$ cat src/rtl/tpu_ctrl_pkg.sv
// Items shared by the read-feed and write-back controllers: address width,
// sequencer state encoding and the packed per-lane address slice helper.
package tpu_ctrl_pkg;

  localparam int ADDR_W = 8;

  localparam logic [1:0] ST_IDLE = 2'd0;
  localparam logic [1:0] ST_RUN  = 2'd1;
  localparam logic [1:0] ST_DONE = 2'd2;

  // Lowest bit of lane `lane` inside a packed bus of `aw`-bit lane fields.
  function automatic int unsigned lane_lsb(input int unsigned lane, input int unsigned aw);
    return lane * aw;
  endfunction

endpackage

$ cat src/rtl/pulse_delay.sv
// Fixed-depth shift line: a one-cycle pulse on trigger reappears on pulse
// exactly DEPTH cycles later. Only reset clears pulses in flight.
module pulse_delay #(
  parameter int DEPTH = 32
) (
  input  logic clk,
  input  logic reset,
  input  logic trigger,
  output logic pulse
);

  logic [DEPTH-1:0] line;

  // The concatenation drops the oldest bit, which also covers DEPTH == 1.
  always_ff @(posedge clk or negedge reset) begin
    if (!reset) line <= '0;
    else        line <= DEPTH'({line, trigger});
  end

  assign pulse = line[DEPTH-1];

endmodule

$ cat src/rtl/rd_feed_control.sv
// Read-side sequencer for the systolic array: skewed per-lane read enables and
// addresses after a start, plus a delayed wr_active pulse for the write side.
module rd_feed_control
  import tpu_ctrl_pkg::*;
#(
  parameter int width_height = 16,
  parameter int addr_width   = ADDR_W,
  parameter int sys_latency  = 32
) (
  input  logic                               clk,
  input  logic                               reset,
  input  logic                               start,
  input  logic [7:0]                         num_rows,
  input  logic [addr_width-1:0]              base_addr,
  output logic [width_height-1:0]            rd_en,
  output logic [addr_width*width_height-1:0] rd_addr,
  output logic                               busy,
  output logic                               done,
  output logic                               wr_active
);

  localparam int CNT_W = $clog2(255 + width_height);

  logic [1:0]                         state, state_nxt;
  logic [CNT_W-1:0]                   cnt, cnt_nxt, last_cnt, off;
  logic [7:0]                         rows_q, rows_nxt;
  logic [addr_width-1:0]              base_q, base_nxt;
  logic [width_height-1:0]            en_nxt;
  logic [addr_width*width_height-1:0] addr_nxt;
  logic                               marker;

  assign last_cnt = CNT_W'(rows_q) + CNT_W'(width_height) - CNT_W'(2);

  always_comb begin
    state_nxt = state;
    cnt_nxt   = cnt;
    rows_nxt  = rows_q;
    base_nxt  = base_q;
    case (state)
      ST_IDLE: begin
        if (start) begin
          rows_nxt  = num_rows;
          base_nxt  = base_addr;
          cnt_nxt   = '0;
          state_nxt = (num_rows != 8'd0) ? ST_RUN : ST_DONE;
        end
      end
      ST_RUN: begin
        if (cnt == last_cnt)  state_nxt = ST_DONE;
        else if (cnt != '1)   cnt_nxt   = cnt + CNT_W'(1);
      end
      ST_DONE: state_nxt = ST_IDLE;
      default: state_nxt = ST_IDLE;
    endcase
  end

  // Outputs are registered from next-state values so lane 0 fires in the
  // first cycle after the accepting edge.
  always_comb begin
    en_nxt   = '0;
    addr_nxt = '0;
    off      = '0;
    for (int i = 0; i < width_height; i++) begin
      en_nxt[i] = (state_nxt == ST_RUN) && (cnt_nxt >= CNT_W'(i)) &&
                  (cnt_nxt < CNT_W'(i) + CNT_W'(rows_nxt));
      off = cnt_nxt - CNT_W'(i);
      addr_nxt[lane_lsb(i, addr_width) +: addr_width] =
        en_nxt[i] ? base_nxt + addr_width'(off) : '0;
    end
  end

  always_ff @(posedge clk or negedge reset) begin
    if (!reset) begin
      state   <= ST_IDLE;
      cnt     <= '0;
      rows_q  <= '0;
      base_q  <= '0;
      rd_en   <= '0;
      rd_addr <= '0;
      busy    <= 1'b0;
      done    <= 1'b0;
    end else begin
      state   <= state_nxt;
      cnt     <= cnt_nxt;
      rows_q  <= rows_nxt;
      base_q  <= base_nxt;
      rd_en   <= en_nxt;
      rd_addr <= addr_nxt;
      busy    <= (state_nxt != ST_IDLE);
      done    <= (state_nxt == ST_DONE);
    end
  end

  // The first RUN cycle is the only one with cnt == 0 while running.
  assign marker = (state == ST_RUN) && (cnt == '0);

  pulse_delay #(.DEPTH(sys_latency)) u_wr_delay (
    .clk     (clk),
    .reset   (reset),
    .trigger (marker),
    .pulse   (wr_active)
  );

endmodule

$ cat config.mk
export PLATFORM = sky130hd
export DESIGN_NAME = rd_feed_control
export DESIGN_NICKNAME = d
export VERILOG_FILES = /design/src/rtl/tpu_ctrl_pkg.sv /design/src/rtl/pulse_delay.sv /design/src/rtl/rd_feed_control.sv
export SDC_FILE = /design/constraint.sdc
export NUM_CORES = 1
export LEC_CHECK = 0
export ABC_AREA = 1
export CORE_MARGIN = 1
export CORE_UTILIZATION = 51
export DETAILED_ROUTE_END_ITERATION = 10
export GPL_TIMING_DRIVEN = 0
export PLACE_DENSITY = 0.77
export SYNTH_ARGS = -nofsm -noshare
export SYNTH_HDL_FRONTEND = slang
export SYNTH_SLANG_ARGS = --single-unit
$ cat constraint.sdc
create_clock -name clk -period 4.3 [get_ports clk]
set_clock_uncertainty 0.05 [all_clocks]
set_input_delay 0.645 -clock clk [delete_from_list [all_inputs] [get_ports clk]]
set_output_delay 0.645 -clock clk [all_outputs]
set_load 0.03 [all_outputs]
==> out/metrics.yaml, run 1 <==
yosys:
  syn-cell-area_sq_mm: 0.0132
  netlist_instances: 1543
  ys_seq_area_share_pct: 39.0
  ys_warn_count: 0
  ys_types: 48
  synth_nets: 1717
  synth_top_area_share_pct: 39.0
  avgSynthCellArea_sq_um: 8.53
  yosysTopAreaCell: "dfrtp_1"
  ys_top_cells_by_area: "dfrtp_1 (39%), ha_1 (14%), xor2_1 (7.8%), nand2_1 (7.3%), nor2_1 (5.5%)"
  ys_seq_elements: 205
floorplan:
  die-width_um: 163
  core_sq_mm: 0.0253
  dieHeight_um: 163
  io_pins: 166
  dieArea_sq_mm: 0.0265
  row_count: 58
  initial_core_util_pct: 52.1
worst_setup_path:
  slowest_delay_ns: 0.45
  worstPathMaxFanout: 10
  worstPathArrival_ns: 4.56
  cp-start-kind: "input port"
  cp_slowest_cell: "clkdlybuf4s50_1"
  worstPathCellList: "clkdlybuf4s50_1 > inv_1 > nor2_4 > inv_2 > nor2_4 > buf_4 > buf_4 > o21ai_4 > buf_4 > nor2_1 > clkbuf_4 > nand2_1 > xor2_1 > ha_1 > nand2_1 > nor2_1 > nand3_1 > nand3_1 > a21oi_1 > nand2_4 > nor2_1"
  critPathKind: "input port to register"
  cp_data_required_time_ns: 4.68
  endpoint_kind: "register"
sta:
  hold_viol_final: 0
  fin_crit_ns: 4.19
  setup_violations: 0
  rsz0062_at_grt: "yes"
  period_share_pct: 97.3
  slew_headroom_pct: 33.8
  worst_pin_slew_ns: 0.985
  drv_slew: 0
  timing.hold.ws_ns: 0.0595
  clock.fmax_ghz: 0.239
min_path:
  min_path_type: "input port to async pin"
outcome:
  status: "complete, no violations"
global_route:
  grt_pass1_vias: 11100
  antenna_found_initial: 0
  grt_overflow: 0
  grt_max_degree: 127
  grt_pass1_wl_um: 61900
  groute.usage.overall_pct: 30.6
clocking:
  clock-sinks: 205
  cts_buffer_depth: 3
  cts.htree.levels: 1
  postCtsHoldBufs: 0
  cts_tree: "yes"
  numCtsBuffers: 22
  cts-root-buf: "clkbuf_16"
  clk_pin_slew_ns: 0.06
  clk_latency_ns: 0.53
routing:
  wire_per_inst_um: 19.1
  postRouteAntennaNets: 0
  drt_wl_total_um: 40500
  vias_per_cell: 5.43
  via_count: 11500
  drtPass1Iterations: 6
  drtIter0Drc: 986
  drc: 0
final_layout:
  fill_cells: 2048
  drive_gt1_share_pct: 15.0
  n_antenna_cell: 0
  multi_input_comb_area_sq_mm: 0.00752
  ff_latch_area_sq_mm: 0.00513
  nets: 1946
  syn2layout_area_growth_pct: 27.9
place:
  dp_hpwl_um: 29200
  io_buffer_count: 165
  gp_congestion: 0.982
run:
  cap_viol_max_count: 0
-- critical path, delay by kind of cell --
family	cells	cell delay, ns
buf+inv	7	1.42
simple gates	10	1.41
compound gates	2	0.57
fa+ha+maj	1	0.33
xor+xnor	1	0.16
-- logic make-up after synthesis --
group                      after synthesis  synth area share, %
xor gates and xnor gates               122                 8.12
adders and majority gates              155                 15.2
and+or+nand+nor                        627                 21.8
DFF                                    205                 39.0
buffers and inverters                  221                 6.64
AOI/OAI and AO/OA                      213                 9.23
-- cell usage after synthesis, drive strengths merged --
library cell,number
o22ai,2
dfrtp,205
nor4,4
fa,9
clkbuf,11
o21a,1
nand3b,17
a41oi,2
a2111oi,6
ha,146
nand3,84
xnor2,5
o221ai,1
clkinv,3
xor2,117
o311ai,4
nor3,11
nand2,274
o2111ai,3
a211oi,3
o21bai,3
nor2,213
o211ai,1
a21o,1
buf,17
or2,12
o21ai,86
a21oi,95
inv,190
a31oi,1
o31ai,4
nand4,12
-- path summary, 6_finish.rpt --
check,from,to,slack [ns],cells after the start
setup / recovery,start,rd_addr[85],0.11,21
hold / removal,reset,u_wr_delay.line[31],0.06,1
setup reg to reg,rows_q[1],rd_addr[85],0.14,19
hold reg to reg,u_wr_delay.line[28],u_wr_delay.line[29],0.30,0
max in group asynchronous,reset,rd_en[15],3.15,2
min in group clk,u_wr_delay.line[28],u_wr_delay.line[29],0.30,0
-- metrics by stage --
stage	setup TNS (ns)	worst slack [ns]	instance area, sq um	utilization (%)	cells
2_1_floorplan	0	0.256	13200	-	1543
3_3_place_gp	-1297.85	-5.56	15200	60.3	2038
3_5_place_dp	-167.31	-1.72	15300	60.5	2040
4_1_cts	0	0.00689	16400	64.8	2096
5_1_grt	-0.112	-0.0408	16800	66.7	2118
6_report	0	0.115	16800	66.7	2118
-- area by class of cell --
class | count | share of cell area [%]
plain buffers | 26 | 1.10
clock buffers | 28 | 3.40
clock inverters | 12 | 1.06
inverters | 193 | 4.54
multi-input cells | 1118 | 44.7
flip-flops and latches | 205 | 30.5
well taps | 330 | 2.45
repair buffers | 205 | 12.3
repair inverters | 1 | 0.0520
-- repair_timing --
item	in CTS	in global routing
pin swaps	11	14
buffers inserted	15	23
endpoints found under the hold margin	0	0
setup endpoints to repair	137	139
gates cloned	1	1
resized for setup	52	85
-- cell usage in the layout, fill, tap and decap left out, drive strengths merged, types with 5 or more instances in the layout --
| master | Yosys | routed |
|---|---|---|
| nor3 | 11 | 11 |
| fa | 9 | 9 |
| xnor2 | 5 | 5 |
| nor2 | 213 | 213 |
| clkdlybuf4s50 | 0 | 164 |
| inv | 190 | 190 |
| clkbuf | 11 | 35 |
| nand3b | 17 | 17 |
| dfrtp | 205 | 205 |
| buf | 17 | 60 |
| xor2 | 117 | 117 |
| a2111oi | 6 | 6 |
| nand4 | 12 | 12 |
| clkinv | 3 | 9 |
| o21ai | 86 | 87 |
| nand2 | 274 | 274 |
| ha | 146 | 146 |
| or2 | 12 | 12 |
| nand3 | 84 | 84 |
| a21oi | 95 | 95 |
-- state kept, by name (all words and copies together) (netlist names) --
name and flops:
state 2, rows_q 8, u_wr_delay.line 32, done 1, rd_en 16, cnt 9
base_q 8, busy 1, rd_addr 128
-- per-layer routing --
layer | routed length, um | up-vias | GRT usage (%)
met5 | 0 | - | 0
met4 | 1690 | 0 | 13.8
li1 | - | 5453 | -
met3 | 3080 | 118 | 4.41
met2 | 18900 | 520 | 50.3
met1 | 16800 | 5415 | 40.1
Power of run 1 is not shown: default switching activity piles up to over one toggle a cycle in this logic, so the estimate is an artifact.
==> inputs of run 2 (changes only) <==
==> constraint.sdc (replaced) <==
create_clock -name clk -period 4.3 [get_ports clk]
set_clock_uncertainty 0.05 [all_clocks]
set_input_delay 0.86 -clock clk [delete_from_list [all_inputs] [get_ports clk]]
set_output_delay 0.86 -clock clk [all_outputs]
set_load 0.03 [all_outputs]
==> out/metrics.yaml, run 2 (synthesis results as in run 1) <==
final_layout:
  n_antenna_cell: 0  # unchanged
  layout_commonest_cell: "nand2_1"  # unchanged
  mostFrequentLayoutCells: "nand2_1 (248), dfrtp_1 (204), nor2_1 (173)"  # was nand2_1 (251), dfrtp_1 (204), nor2_1 (181)
  stdcell_count: 2131  # was 2118
  nets: 1959  # was 1946
  top_regs: "rd_addr (128), u_wr_delay.line (32), rd_en (16)"  # unchanged
  syn2layout_area_growth_pct: 30.5  # was 27.9%
  largest_register: "rd_addr"  # unchanged
  largest_reg_flops: 128  # unchanged
  drive_gt1_share_pct: 17.4  # was 15.0%
global_route:
  grt_pass1_wl_um: 62200  # was 61900 um
  grt_pass1_vias: 11100  # about the same
  groute.usage.overall_pct: 30.7  # was 30.6%
  antenna_found_initial: 0  # unchanged
  grt_max_degree: 127  # unchanged
  grt_overflow: 0  # unchanged
routing:
  vias_per_cell: 5.46  # was 5.43
  postRouteAntennaNets: 0  # unchanged
  drc: 0  # unchanged
  drtPass1Iterations: 6  # unchanged
  wire_per_inst_um: 19.3  # was 19.1 um
  via_count: 11600  # was 11500
  drtIter0Drc: 1104  # was 986
  drt_wl_total_um: 41200  # was 40500 um
place:
  dp_slack_ns: -1.93  # was -1.72 ns
  gp_congestion: 0.982  # unchanged
  dp_hpwl_um: 29200  # unchanged
  placedCellCount: 2040  # unchanged
  io_buffer_count: 165  # unchanged
sta:
  slew_headroom_pct: 37.9  # was 33.8%
  setup_violations: 0  # unchanged
  fin_tns_setup_ns: 0  # unchanged
  period_share_pct: 100  # was 97.3%
  drv_slew: 0  # unchanged
  timing.hold.ws_ns: 0.277  # was 0.0595 ns
  fin_crit_ns: 4.30  # was 4.19 ns
  rsz0062_at_grt: "yes"  # unchanged
  hold_viol_final: 0  # unchanged
  worst_pin_slew_ns: 0.924  # was 0.985 ns
  clock.fmax_ghz: 0.233  # was 0.239 GHz
  finalWorstSetupSlack_ns: 0.00168  # was 0.115 ns
floorplan:
  dieHeight_um: 163  # unchanged
  dieArea_sq_mm: 0.0265  # unchanged
  die-width_um: 163  # unchanged
  initial_core_util_pct: 52.1  # unchanged
  row_count: 58  # unchanged
  core_sq_mm: 0.0253  # unchanged
  io_pins: 166  # unchanged
clocking:
  numCtsBuffers: 22  # unchanged
  clk_pin_slew_ns: 0.07  # was 0.06 ns
  cts_tree: "yes"  # unchanged
  cts-root-buf: "clkbuf_16"  # unchanged
  cts.htree.levels: 1  # unchanged
  clock-sinks: 205  # unchanged
  cts_buffer_depth: 3  # unchanged
  postCtsHoldBufs: 0  # unchanged
  clk_latency_ns: 0.53  # about the same
outcome:
  status: "complete, no violations"  # unchanged
worst_setup_path:
  rrSetupSlack_ns: 0.14  # about the same
  cp-start-kind: "input port"  # unchanged
  reg2reg_from: "rows_q[1]"  # unchanged
  endpoint_kind: "register"  # unchanged
  critPathKind: "input port to register"  # unchanged
  r2r-end: "rd_addr[88]"  # was rd_addr[85]
  reg2regPathDepth: 21  # was 19
  worstPathMaxFanout: 11  # was 10
  worstPathArrival_ns: 4.69  # was 4.56 ns
  cp_data_required_time_ns: 4.69  # was 4.68 ns
run:
  cap_viol_max_count: 0  # unchanged
min_path:
  min_path_type: "input port to async pin"  # unchanged
## run 2: worst max-delay path, cell delays in order
cell	delay (ns)
clkdlybuf4s50_1	0.47
inv_2	0.05
nor2_4	0.11
inv_2	0.05
nor2_4	0.16
clkinv_4	0.13
buf_12	0.17
o21ai_4	0.22
buf_6	0.21
ha_2	0.26
inv_1	0.05
a21oi_1	0.27
nor3_1	0.13
xor2_1	0.25
ha_1	0.28
nand2_1	0.07
o21ai_0	0.14
a211oi_2	0.30
nand3_4	0.29
nor2_1	0.20
## run 2: worst max path at each step
stage / start / endpoint
after CTS: start / rd_addr[8]
after global routing: start / rd_addr[117]
after global placement: reset / rd_addr[103]
final: start / rd_addr[117]
after floorplan: start / rd_addr[120]
after detailed placement: start / rd_addr[126]
## run 2: cell type report
cell class	count	area (sq um)
timing repair buffer	218	2210
clock inverter	12	178
inverter	193	771
tap	330	413
clock buffer	28	573
buffer	26	200
multi-input combinational	1118	7700
sequential	205	5130
timing repair inverter	1	8.76
fill	1977	8070
## run 2: per-layer routing
layer	up-vias	GRT usage [%]	wire length [um]
li1	5472	-	-
met1	5534	40.4	17300
met2	498	50.3	19100
met3	132	4.38	2910
met4	0	14.0	1920
met5	-	0	0
## run 2: what timing repair did
| item | 4_1_cts | 5_1_grt |
|---|---|---|
| pin swaps | 13 | 28 |
| setup endpoints to repair | 139 | 144 |
| setup buffers | 19 | 31 |
| gates resized for setup | 73 | 125 |
| endpoints found under the hold margin | 0 | 0 |
| gates cloned | 1 | 2 |
## run 2: metrics by stage
stage	util, %	instance area, sq um
floorplan	-	13200
global placement	60.3	15200
detailed placement	60.5	15300
CTS	65.2	16500
global route	68.0	17200
finish	68.0	17200
Power of run 2 is left out for the same reason.
